--- config.mk ---
export PLATFORM = sky130hd
export DESIGN_NAME = icache_responder
export DESIGN_NICKNAME = d
export VERILOG_FILES = /design/src/rtl/icache_responder.sv
export SDC_FILE = /design/constraint.sdc
export NUM_CORES = 1
export LEC_CHECK = 0
export CORE_MARGIN = 2
export CORE_UTILIZATION = 60
export CTS_BUF_LIST = sky130_fd_sc_hd__clkbuf_16
export DETAILED_ROUTE_END_ITERATION = 8
export PLACE_DENSITY_LB_ADDON = 0.08
export SLEW_MARGIN = 20
export SYNTH_ARGS = -nofsm -noshare
export SYNTH_HDL_FRONTEND = slang
export SYNTH_SLANG_ARGS = --single-unit
--- constraint.sdc ---
create_clock -name CLK -period 6.6 [get_ports CLK]
set_input_delay 0.66 -clock CLK [delete_from_list [all_inputs] [get_ports CLK]]
set_output_delay 0.66 -clock CLK [all_outputs]
set_load 0.1 [all_outputs]
--- src/rtl/icache_responder.sv ---
// Direct-mapped, one-word-block instruction cache between the datapath fetch port
// and the memory arbiter, with saturating hit/miss statistics.
module icache_responder #(
    parameter int SETS  = 16,
    parameter int CNT_W = 16
) (
    input  logic             CLK,
    input  logic             RST,
    input  logic             imemREN,
    input  logic [31:0]      imemaddr,
    output logic             ihit,
    output logic [31:0]      imemload,
    input  logic             inval,
    output logic             iREN,
    output logic [31:0]      iaddr,
    input  logic             iwait,
    input  logic [31:0]      iload,
    output logic [CNT_W-1:0] hit_cnt,
    output logic [CNT_W-1:0] miss_cnt
);

    localparam int IDX_W = $clog2(SETS);
    localparam int TAG_W = 30 - IDX_W;

    typedef enum logic {IDLE, FETCH} state_t;

    typedef struct packed {
        logic [TAG_W-1:0] tag;
        logic [31:0]      data;
    } line_t;

    state_t            state, state_n;
    logic [SETS-1:0]   valid;
    line_t             lines [SETS];
    logic [29:0]       miss_word;

    logic [IDX_W-1:0]  req_idx, fill_idx;
    logic [TAG_W-1:0]  req_tag, fill_tag;
    logic              hit, miss_start, fill;
    logic              unused_bits;

    assign req_idx     = imemaddr[IDX_W+1:2];
    assign req_tag     = imemaddr[31:IDX_W+2];
    assign fill_idx    = miss_word[IDX_W-1:0];
    assign fill_tag    = miss_word[29:IDX_W];
    assign unused_bits = ^imemaddr[1:0];

    // Hits are only served in IDLE so a fill never races a lookup.
    assign hit      = (state == IDLE) && imemREN && valid[req_idx] &&
                      (lines[req_idx].tag == req_tag);
    assign ihit     = hit;
    assign imemload = hit ? lines[req_idx].data : 32'h0;

    always_comb begin
        state_n    = state;
        miss_start = 1'b0;
        fill       = 1'b0;
        iREN       = 1'b0;
        iaddr      = 32'h0;
        case (state)
            IDLE: begin
                if (imemREN && !hit) begin
                    miss_start = 1'b1;
                    state_n    = FETCH;
                end
            end
            FETCH: begin
                iREN  = 1'b1;
                iaddr = {miss_word, 2'b00};
                if (!iwait) begin
                    fill    = 1'b1;
                    state_n = IDLE;
                end
            end
            default: state_n = IDLE;
        endcase
    end

    always_ff @(posedge CLK) begin
        if (RST) begin
            state     <= IDLE;
            valid     <= '0;
            miss_word <= '0;
            hit_cnt   <= '0;
            miss_cnt  <= '0;
        end else begin
            state <= state_n;
            if (miss_start)
                miss_word <= imemaddr[31:2];
            // inval takes priority so a fill landing in the same cycle is dropped.
            if (inval)
                valid <= '0;
            else if (fill)
                valid[fill_idx] <= 1'b1;
            if (hit && (hit_cnt != {CNT_W{1'b1}}))
                hit_cnt <= hit_cnt + 1'b1;
            if (miss_start && (miss_cnt != {CNT_W{1'b1}}))
                miss_cnt <= miss_cnt + 1'b1;
        end
    end

    // Tag/data need no reset; valid alone gates their use.
    always_ff @(posedge CLK) begin
        if (fill)
            lines[fill_idx] <= '{tag: fill_tag, data: iload};
    end

endmodule

# --- Word-level counts from Yosys, hierarchy flattened ---
# Memories as Yosys holds them, arrays and structs flattened.
# Cells that the tools add are included.
totals:
  word_cells: 40
  out_inout_bits: 98
  ram_bits: 928
  ff_bits: 79
  n_memories: 1
  inputBits: 69
memory_table:
  columns: ["name", "depth", "word_bits", "read_ports", "rd_clocked_by_memory_dff", "write_ports", "line", "source"]
  rows:
  - ["lines", 16, 58, 1, 0, 1, "34", "line_t lines [SETS];"]
classes:
  n_mux: 15
  bitwise: 2
  reduce_logical: 9
  n_lt_le_gt_ge: 3
  n_addsub: 2
  n_eq_ne: 3
ops:
  columns: ["cell", "count"]
  rows:
  - ["32-bit two-way mux", 2]
  - ["16-bit by 1-bit adder with 16-bit output, second input constant", 2]
  - ["16-bit inequality test, second input constant", 2]
  - ["26-bit == test", 1]
  - ["16-bit bitwise OR", 1]
  - ["4-bit by 5-bit < comparator with 1-bit output, second input constant", 2]
  - ["1-bit two-way mux", 10]
  - ["1-bit logical AND", 7]
  - ["1-bit binary-select mux with 4-bit select", 1]
  - ["1-bit demux with 4-bit select", 1]
  - ["4-bit by 1-bit greater-or-equal comparator with 1-bit output, second input constant", 1]
  - ["1-bit case mux with 2 select lines", 1]
  - ["2-bit OR reduction", 1]
  - ["1-bit zero test", 1]
  - ["1-bit NOT", 1]

# --- Depth between registers and ports, before layout ---
# Gate-level depths: netlist of the first run.
depth:
  word_depth: 9
  mapped_depth: 15
  depth_no_buf: 9

# --- Least setup slack after synthesis of the first run ---
# OpenSTA, ideal clock, no wires.
synth_path:
  path_kind: "reg2reg"
  from: "register state"
  to: "memory lines[0][0] in the netlist's numbering, enable pin"
  t_arrival_ns: 5.591
  synth_period_minus_slack_ns: 6.139
  path_stages_with_launch: 4
  required_time_ns: 6.052
  n_path_buf: 0
  path_slack_ns: 0.461
  setup_ns: 0.548
  path_cell_list: "dfxtp_1 -> nand2b_1 -> or3_1 -> nor3_1"
synth_via:
  elab_chain_cells: 3
synth_rtl:
  columns: ["element", "line", "source"]
  rows:
  - ["start: declaration", "32", "state_t state, state_n;"]
  - ["start signal: assignment", "87", "state <= state_n;"]
  - ["1-bit two-way mux", "60", "case (state)"]
  - ["1-bit two-way mux", "104", "if (fill)"]
  - ["1-bit two-way mux (not written as such)", "105", "lines[fill_idx] <= '{tag: fill_tag, data: iload};"]
  - ["end: declaration", "34", null]
# No other way between the ends.

# --- Worst setup path after layout of the first run ---
layout_path:
  from: "input imemaddr[4]"
  to: "output ihit"
layout_via:
  elab_chain_cells: 4
  word_cells_on_any_way: 6
  cone_classes: "1 x eq/ne; 2 x mux; 2 x reduce/logical; 1 x memory"
layout_rtl:
  columns: ["element", "line", "source"]
  rows:
  - ["start: declaration", "10", "input logic [31:0] imemaddr,"]
  - ["parallel branches: the longest is 3 deep, another holds memory 16 x 58 bit", null, null]
  - ["1-bit logical AND (*)", "49", "assign hit = (state == IDLE) && imemREN && valid[req_idx] &&"]
  - ["end: declaration", "11", "output logic ihit,"]
# Mark *: on every way between the ends. The select of a mux whose other input is x is not followed.

==> results of run 1 <==
-- path summary, 6_finish.rpt --
kind / start / cells past startpoint / to
worst min-delay path: valid[3]$_SDFFE_PP0P_ / 1 / valid[3]$_SDFFE_PP0P_
worst max-delay path: imemaddr[4] / 12 / ihit
worst max register to register: lines[12][45]$_DFFE_PP_ / 11 / hit_cnt[9]$_SDFFE_PP0P_
worst min register to register: valid[3]$_SDFFE_PP0P_ / 1 / valid[3]$_SDFFE_PP0P_
-- state kept, by name, indices dropped and copies added, names as in the netlist --
signal     flops
hit_cnt       16
lines        928
miss_cnt      16
miss_word     30
state          1
valid         16
-- per-layer routing --
layer  up-vias  part of all wire  global-route usage  wire length, µm
met5         -           0.00028                   0               25
met4         4             0.027              0.0808             2380
met3       159             0.059              0.0337             5290
met2       732              0.50               0.446            45200
met1     10697              0.41               0.374            36700
li1       8644                 -                   -                -
-- cells in the mapped netlist (3+ instances only) --
cell type / number
dfxtp_1: 79
nor4_1: 12
a221oi_1: 6
and2_1: 36
o31a_1: 3
xnor2_1: 9
o21ba_2: 4
or4_1: 8
o21a_1: 17
nand2b_1: 13
mux2i_1: 108
nor2b_1: 59
a2111oi_0: 3
clkbuf_1: 48
buf_2: 32
or3_1: 5
nand4b_1: 3
mux2_2: 25
mux4_2: 232
buf_6: 10
inv_1: 8
o22ai_1: 7
a21oi_1: 18
o31ai_1: 7
nand4_1: 11
xor2_1: 14
nor2_1: 76
o21ai_0: 5
nand2_1: 39
nor3_1: 21
edfxtp_1: 928
a22oi_1: 24
nand3_1: 29
buf_4: 13
and3_1: 26
a211o_1: 5
a211oi_1: 7
-- stage by stage --
| step | instances | util | hold slack [ps] | total power [mW] | worst slack (ps) |
|---|---|---|---|---|---|
| 6_report | 3160 | 0.702 | 465 | 13.2 | 1090 |
| 5_1_grt | 3158 | 0.702 | 474 | 13.5 | 888 |
| 4_1_cts | 3157 | 0.701 | 465 | 13.2 | 1060 |
| 3_5_place_dp | 2973 | 0.653 | 451 | 7.89 | 945 |
| 3_3_place_gp | 2970 | 0.652 | 440 | 7.86 | 1130 |
| 2_1_floorplan | 2001 | - | 433 | 7.64 | 461 |
-- critical path: stages --
cell     delay, ps
buf_6          740
buf_4          460
mux4_2         550
xor2_1         150
nand2_1        110
nand4_1        120
a211o_1        270
nor4_4         440
nand3_4        550
buf_4          350
inv_1           50
buf_4          280
-- area by class of cell --
| class | count | area [µm²] |
|---|---|---|
| inverter | 10 | 38.8 |
| sequential | 1007 | 29400 |
| clock buffer | 102 | 2550 |
| clock inverter | 82 | 594 |
| antenna | 2 | 5.00 |
| tap | 864 | 1080 |
| fill | 3988 | 19600 |
| multi-input combinational | 878 | 9940 |
| timing repair buffer | 215 | 2470 |
-- kinds of logic after synthesis --
logic type      share of synthesized area
other cells                     0.0000941
simple gates                       0.0488
mux                                 0.167
compound gates                     0.0246
xor+xnor                          0.00505
buf+inv                            0.0154
flops                               0.739
fa+ha+maj                        0.000628
-- power by group through the flow --
stage	combinational, mW	sequential (mW)	clock, mW
floorplan	0.443	7.19	0
detailed placement	0.685	7.20	0
finish	0.683	7.07	5.40
global placement	0.670	7.19	0
CTS	0.689	7.07	5.48
global route	0.726	7.07	5.72
==> impl_metrics.env, run 1 <==
export IMPL_numCtsBuffers=99
export IMPL_clk_path_buf_depth=3
export IMPL_synthCells=2000
export IMPL_placed_area_mm2=0.0429
export IMPL_ant_nets=0
export IMPL_max_cap_violations=0
export IMPL_worstPathRequired_ps=5940
export IMPL_drtPass1Iterations=6
export IMPL_synth_warnings=0
export IMPL_nNetsFinal=2282
export IMPL_syn_area_mm2=0.0399
export IMPL_r2r_setup_slack_ps=2290
export IMPL_outcome="complete, no violations"
export IMPL_cts_resized=0
export IMPL_drtIter0Drc=1892
export IMPL_totalWireLength_um=89600
export IMPL_grt_pass1_vias=20449
export IMPL_switchingPower_mw=2.76
export IMPL_hold_class="flop to flop"
export IMPL_postCtsSetupBuffers=0
export IMPL_rsz0062_at_grt="false"
export IMPL_period_share=0.834
export IMPL_cts_tree="built"
export IMPL_ys_seq_area_frac=0.739
export IMPL_place_hpwl_um=48100
export IMPL_clkPwrFrac=0.411
export IMPL_gp_congestion=0.812
export IMPL_cts_sinks=1007
export IMPL_peakVddDrop_uv=220
export IMPL_antenna_found_initial=4
export IMPL_syn2layout_area_growth_pct=15.7
export IMPL_tightest_slew_ps=1060
export IMPL_crit_type="input pin to output port"
export IMPL_avgViaCountPerCell=6.40
export IMPL_slew_headroom=0.292
export IMPL_synthArstFlopShare=0
export IMPL_drive_above_1_share=0.224
export IMPL_synth_seq_cells=1007
export IMPL_cts_root_buf="clkbuf_16"
export IMPL_setup_tns_final_ps=0
export IMPL_arrival_ps=4850
export IMPL_worstSetupStartpointType="input pin"
export IMPL_ctsHoldBuffers=0
export IMPL_fmax_mhz=182
export IMPL_synth_ff_type="edfxtp_1"
export IMPL_grtUsageTotal=0.266
export IMPL_core_area_mm2=0.0657
export IMPL_start_util=0.606
export IMPL_grt_max_degree=84
export IMPL_port_buffers=162
export IMPL_cellPowerDensity_mw_per_mm2=285
export IMPL_cts_htree_levels=3
export IMPL_synth_edff_count=928
export IMPL_avgSynthCellArea_um2=19.9
export IMPL_worstSetupEndpointType="output port"
export IMPL_p_seq_frac=0.537
export IMPL_ios=167
export IMPL_routedWlPerCell_um=28.4
export IMPL_p_leak_nw=15.4
export IMPL_grt_pass1_wl_um=132000
export IMPL_die_x_um=262
export IMPL_clk_pin_slew_ps=60
export IMPL_final_cell_mix="edfxtp_1, mux4_2, clkdlybuf4s50_1, mux2i_1, clkbuf_16"
export IMPL_intPower_mw=10.4
export IMPL_hold_violations=0
export IMPL_period_needed_ps=5510
export IMPL_synth_area_leaders="edfxtp_1, mux4_2, dfxtp_1"
export IMPL_dieHeight_um=262
export IMPL_power_frac_comb=0.052
export IMPL_swShare=0.210
export IMPL_fp_row_count=94
export IMPL_synth_distinct_cells=75
export IMPL_synth_area_leader_cell="edfxtp_1"
export IMPL_slew_violations=0
export IMPL_clk_latency_ps=670
export IMPL_final_area_mm2=0.0461
export IMPL_layout_commonest_cell="edfxtp_1"
export IMPL_overflow=0
export IMPL_setup_viol=0
export IMPL_cp_max_fo=83
export IMPL_die_area_mm2=0.0685
export IMPL_clock_skew_ps=24.6
export IMPL_drc=0
export IMPL_num_vias=20236
export IMPL_synth_top_area_frac=0.699
No activity file was read; power rests on OpenSTA's default activity.
==> run 2: changes to the inputs <==
==> constraint.sdc (replaced) <==
create_clock -name CLK -period 5.6 [get_ports CLK]
set_input_delay 0.56 -clock CLK [delete_from_list [all_inputs] [get_ports CLK]]
set_output_delay 0.56 -clock CLK [all_outputs]
set_load 0.1 [all_outputs]
==> impl_metrics.env, run 2 (synthesized netlist as in run 1, its figures left out) <==
export IMPL_grtUsageMet2=0.449
export IMPL_routedWlPerCell_um=28.5
export IMPL_clk_latency_ps=650
export IMPL_clk_pin_slew_ps=60
export IMPL_slew_headroom=0.282
export IMPL_r2r_setup_slack_ps=1590
export IMPL_cts_sinks=1007
export IMPL_place_hpwl_um=48900
export IMPL_reg2reg_depth=11
export IMPL_outcome="complete, no violations"
export IMPL_worstSetupStartpointType="input pin"
export IMPL_clock_skew_ps=16.1
export IMPL_syn2layout_area_growth_pct=16.2
export IMPL_layout_commonest_cell="edfxtp_1"
export IMPL_p_leak_nw=15.5
export IMPL_final_area_mm2=0.0463
export IMPL_drc=0
export IMPL_ant_nets=0
export IMPL_ios=167
export IMPL_top_usage_layer="met2"
export IMPL_numCtsBuffers=100
export IMPL_peakVddDrop_uv=271
export IMPL_die_x_um=262
export IMPL_arrival_ps=4560
export IMPL_slew_violations=0
export IMPL_drtPass1Iterations=5
export IMPL_grt_pass1_wl_um=133000
export IMPL_hold_violations=0
export IMPL_setup_viol=0
export IMPL_port_buffers=162
export IMPL_dieHeight_um=262
export IMPL_power_total_mw=15.7
export IMPL_tightest_slew_ps=1070
export IMPL_min_from="valid[7]$_SDFFE_PP0P_"
export IMPL_grt_max_degree=78
export IMPL_nNetsFinal=2288
export IMPL_cts_resized=0
export IMPL_period_share=0.913
export IMPL_use_met1=0.366
export IMPL_hold_class="flop to flop"
export IMPL_max_cap_violations=0
export IMPL_final_cell_mix="edfxtp_1, mux4_2, clkdlybuf4s50_1, mux2i_1, clkbuf_16"
export IMPL_cts_htree_levels=3
export IMPL_crit_type="input pin to output port"
export IMPL_ctsHoldBuffers=0
export IMPL_placed_area_mm2=0.0430
export IMPL_gp_congestion=0.802
export IMPL_reg_top3="lines (928), miss_word (30)"
export IMPL_worstSetupEndpointType="output port"
export IMPL_grt_use_met3=0.0468
export IMPL_antenna_found_initial=5
export IMPL_clk_path_buf_depth=3
export IMPL_core_area_mm2=0.0657
export IMPL_postCtsSetupBuffers=0
export IMPL_die_area_mm2=0.0685
export IMPL_largest_register="lines"
export IMPL_drive_above_1_share=0.231
export IMPL_cp_endpoint="imemload[24]"
export IMPL_overflow=0
export IMPL_cp_max_fo=77
export IMPL_num_vias=20313
export IMPL_grtUsageTotal=0.269
export IMPL_worstPathRequired_ps=5040
export IMPL_setup_tns_final_ps=0
export IMPL_totalWireLength_um=90400
export IMPL_fmax_mhz=195
export IMPL_rr_endpoint="hit_cnt[3]$_SDFFE_PP0P_"
export IMPL_grt_pass1_vias=20851
export IMPL_rsz0062_at_grt="false"
export IMPL_period_needed_ps=5120
export IMPL_drtIter0Drc=1844
export IMPL_postLayoutCoreUtil=0.705
export IMPL_largest_reg_flops=928
export IMPL_startpoint="imemaddr[4]"
export IMPL_r2r_start="lines[4][45]$_DFFE_PP_"
export IMPL_start_util=0.606
export IMPL_fp_row_count=94
export IMPL_cellPowerDensity_mw_per_mm2=339
export IMPL_cts_root_buf="clkbuf_16"
export IMPL_cts_tree="built"
export IMPL_avgViaCountPerCell=6.41
-- run 2: changes by cell type in the layout (fill, tap and decap cells not counted), moves of 4 or more --
| cell | before | now |
|---|---|---|
| nor3_4 | 1 | 5 |
| nor3_2 | 4 | 0 |
| clkinv_1 | 19 | 24 |
| inv_1 | 42 | 29 |
| buf_12 | 38 | 44 |
| clkinv_2 | 16 | 22 |
-- run 2: metrics by stage --
| stage | instances | hold slack [ps] | setup slack (ps) |
|---|---|---|---|
| 6_report | 3170 | 464 | 485 |
| 5_1_grt | 3168 | 473 | 260 |
| 4_1_cts | 3166 | 466 | 516 |
| 3_5_place_dp | 2978 | 451 | 523 |
| 3_3_place_gp | 2978 | 441 | 655 |
| 2_1_floorplan | 2001 | 433 | 694 |
-- run 2: worst min-delay path by stage --
stage | end | cells after the start | slack [ps]
after detailed placement | valid[1]$_SDFFE_PP0P_ | 1 | 450
after global routing | valid[7]$_SDFFE_PP0P_ | 1 | 470
after CTS | valid[7]$_SDFFE_PP0P_ | 1 | 470
after floorplan | valid[9]$_SDFFE_PP0P_ | 1 | 430
after global placement | valid[14]$_SDFFE_PP0P_ | 1 | 440
final | valid[7]$_SDFFE_PP0P_ | 1 | 460
-- run 2: area by class of cell --
type | count | area [µm²]
clock buffers | 104 | 2600
fillers | 3953 | 19400
repair buffers | 220 | 2520
multi-input cells | 878 | 9960
well taps | 864 | 1080
flip-flops and latches | 1007 | 29400
clock inverters | 84 | 662
inverters | 10 | 38.8
diodes | 3 | 7.51
-- run 2: report_power, final --
| group | switching (mW) | internal, mW |
|---|---|---|
| Combinational | 0.475 | 0.336 |
| Sequential | 0.0673 | 8.26 |
| Clock | 2.73 | 3.82 |
-- run 2: per-layer routing --
metal | wire length [µm] | vias up | share of wire
met5 | 29 | - | 0.00032
met3 | 6360 | 165 | 0.070
met4 | 2830 | 4 | 0.031
li1 | - | 8668 | -
met1 | 35700 | 10684 | 0.39
met2 | 45500 | 792 | 0.50
-- run 2: worst max-delay path: stages --
cell and delay, ps:
buf_6 540, buf_4 430, mux4_2 370, nand2_1 80, and3_1 190, nor3_1 70
nand4b_1 460, nor4_4 510, nand3_4 380, buf_12 300, nor2b_1 230, buf_12 210
==> run 3: changes to the inputs <==
--- a/config.mk
+++ b/config.mk
@@ -5,8 +5,8 @@
 export SDC_FILE = /design/constraint.sdc
 export NUM_CORES = 1
 export LEC_CHECK = 0
-export CORE_MARGIN = 2
-export CORE_UTILIZATION = 60
+export CORE_ASPECT_RATIO = 1.2
+export CORE_UTILIZATION = 40
 export CTS_BUF_LIST = sky130_fd_sc_hd__clkbuf_16
 export DETAILED_ROUTE_END_ITERATION = 8
 export PLACE_DENSITY_LB_ADDON = 0.08
==> impl_metrics.env, run 3 (synthesized netlist as in run 1, its figures left out) <==
export IMPL_period_needed_ps=4680
export IMPL_port_buffers=162
export IMPL_postLayoutCoreUtil=0.476
export IMPL_clock_skew_ps=20.5
export IMPL_period_share=0.835
export IMPL_p_leak_nw=15.5
export IMPL_placed_area_mm2=0.0437
export IMPL_grtUsageMet2=0.342
export IMPL_cts_root_buf="clkbuf_16"
export IMPL_largest_reg_flops=928
export IMPL_startpoint="imemaddr[5]"
export IMPL_setup_slack_ps=922
export IMPL_power_total_mw=15.6
export IMPL_gp_congestion=0.777
export IMPL_peakVddDrop_uv=187
export IMPL_ios=167
export IMPL_nFillCells=8182
export IMPL_crit_path_frequent_cell="buf_12"
export IMPL_ctsHoldBuffers=0
export IMPL_die_x_um=290
export IMPL_cp_endpoint="imemload[9]"
export IMPL_grt_pass1_vias=21153
export IMPL_reg_top3="lines (928), miss_word (30)"
export IMPL_drive_above_1_share=0.233
export IMPL_largest_register="lines"
export IMPL_clk_latency_ps=670
export IMPL_multi_input_area_mm2=0.00996
export IMPL_grt_pass1_wl_um=146000
export IMPL_worstSetupEndpointType="output port"
export IMPL_slew_headroom=0.285
export IMPL_arrival_ps=4120
export IMPL_layout_commonest_cell="edfxtp_1"
export IMPL_cts_sinks=1007
export IMPL_slew_violations=0
export IMPL_crit_type="input pin to output port"
export IMPL_final_cell_mix="edfxtp_1, mux4_2, clkdlybuf4s50_1, mux2i_1, clkbuf_16"
export IMPL_grt_max_degree=85
export IMPL_antenna_found_initial=6
export IMPL_use_met1=0.267
export IMPL_overflow=0
export IMPL_num_vias=20043
export IMPL_core_area_mm2=0.0985
export IMPL_setup_viol=0
export IMPL_rsz0062_at_grt="false"
export IMPL_cts_resized=0
export IMPL_tightest_slew_ps=1070
export IMPL_final_area_mm2=0.0469
export IMPL_avgViaCountPerCell=5.57
export IMPL_grtUsageTotal=0.200
export IMPL_r2r_start="lines[10][50]$_DFFE_PP_"
export IMPL_grt_use_met3=0.0282
export IMPL_postCtsSetupBuffers=0
export IMPL_place_hpwl_um=52600
export IMPL_cts_htree_levels=3
export IMPL_drc=0
export IMPL_hold_class="input pin to flop"
export IMPL_slowest_stage="clkinv_2"
export IMPL_fmax_mhz=214
export IMPL_regArea_mm2=0.0294
export IMPL_cts_tree="built"
export IMPL_drtPass1Iterations=5
export IMPL_r2r_setup_slack_ps=1690
export IMPL_start_util=0.405
export IMPL_syn2layout_area_growth_pct=17.6
export IMPL_clk_pin_slew_ps=60
export IMPL_routedWlPerCell_um=27.6
export IMPL_outcome="complete, no violations"
export IMPL_hold_violations=0
export IMPL_critical_path_max_stage_delay_ps=540
export IMPL_fp_row_count=126
export IMPL_totalWireLength_um=99300
export IMPL_cellPowerDensity_mw_per_mm2=334
export IMPL_drtIter0Drc=1553
export IMPL_cp_max_fo=70
export IMPL_worstPathRequired_ps=5040
export IMPL_worstSetupStartpointType="input pin"
export IMPL_dp_slack_ps=715
export IMPL_reg2reg_depth=10
export IMPL_clk_path_buf_depth=3
export IMPL_top_usage_layer="met2"
export IMPL_ant_nets=0
export IMPL_max_cap_violations=0
export IMPL_nNetsFinal=2300
export IMPL_crit_chain="buf_2 -> clkinv_2 -> buf_4 -> nand2_1 -> and3_1 -> nor3_1 -> nand4b_1 -> nor4_4 -> nand3_4 -> buf_12 -> nor2b_1 -> buf_12"
export IMPL_dieHeight_um=348
export IMPL_rr_endpoint="miss_word[13]$_SDFFE_PP0P_"
export IMPL_setup_tns_final_ps=0
export IMPL_numCtsBuffers=102
export IMPL_die_area_mm2=0.101
run 3: worst min-delay path by stage:
stage	from	to	slack (ps)	cells past startpoint
CTS	RST	miss_word[22]$_SDFFE_PP0P_	420	3
global route	RST	miss_word[16]$_SDFFE_PP0P_	470	3
global placement	valid[9]$_SDFFE_PP0P_	valid[9]$_SDFFE_PP0P_	440	1
detailed placement	valid[0]$_SDFFE_PP0P_	valid[0]$_SDFFE_PP0P_	450	1
finish	RST	miss_word[16]$_SDFFE_PP0P_	450	3
floorplan	valid[9]$_SDFFE_PP0P_	valid[9]$_SDFFE_PP0P_	430	1
run 3: where the power goes:
part	switching, mW	total (mW)	internal [mW]
logic	0.482	0.825	0.343
registers	0.0692	8.33	8.26
clock network	2.83	6.49	3.66
total	3.38	15.6	12.3
run 3: worst max-delay path, delay by kind of cell:
kind	cells	cell delay, ps
buf+inv	5	1840
simple gates	7	1640
run 3: layer usage:
metal | vias up | share of wire
li1 | 8682 | -
met1 | 10762 | 0.43
met2 | 455 | 0.50
met3 | 136 | 0.042
met4 | 8 | 0.021
met5 | - | 0.00060
run 3: cell type report:
| type | instances | share of cell area |
|---|---|---|
| diodes | 1 | 0.0000534 |
| flip-flops and latches | 1007 | 0.628 |
| multi-input cells | 878 | 0.213 |
| inverters | 10 | 0.000828 |
| clock inverters | 85 | 0.0117 |
| clock buffers | 105 | 0.0561 |
| well taps | 1280 | 0.0342 |
| repair buffers | 230 | 0.0562 |
run 3: metrics by stage:
stage                     instances  hold slack (ps)
after global routing           3595              467
after floorplan                2001              433
after CTS                      3595              418
after detailed placement       3405              451
after global placement         3405              440
final                          3596              449
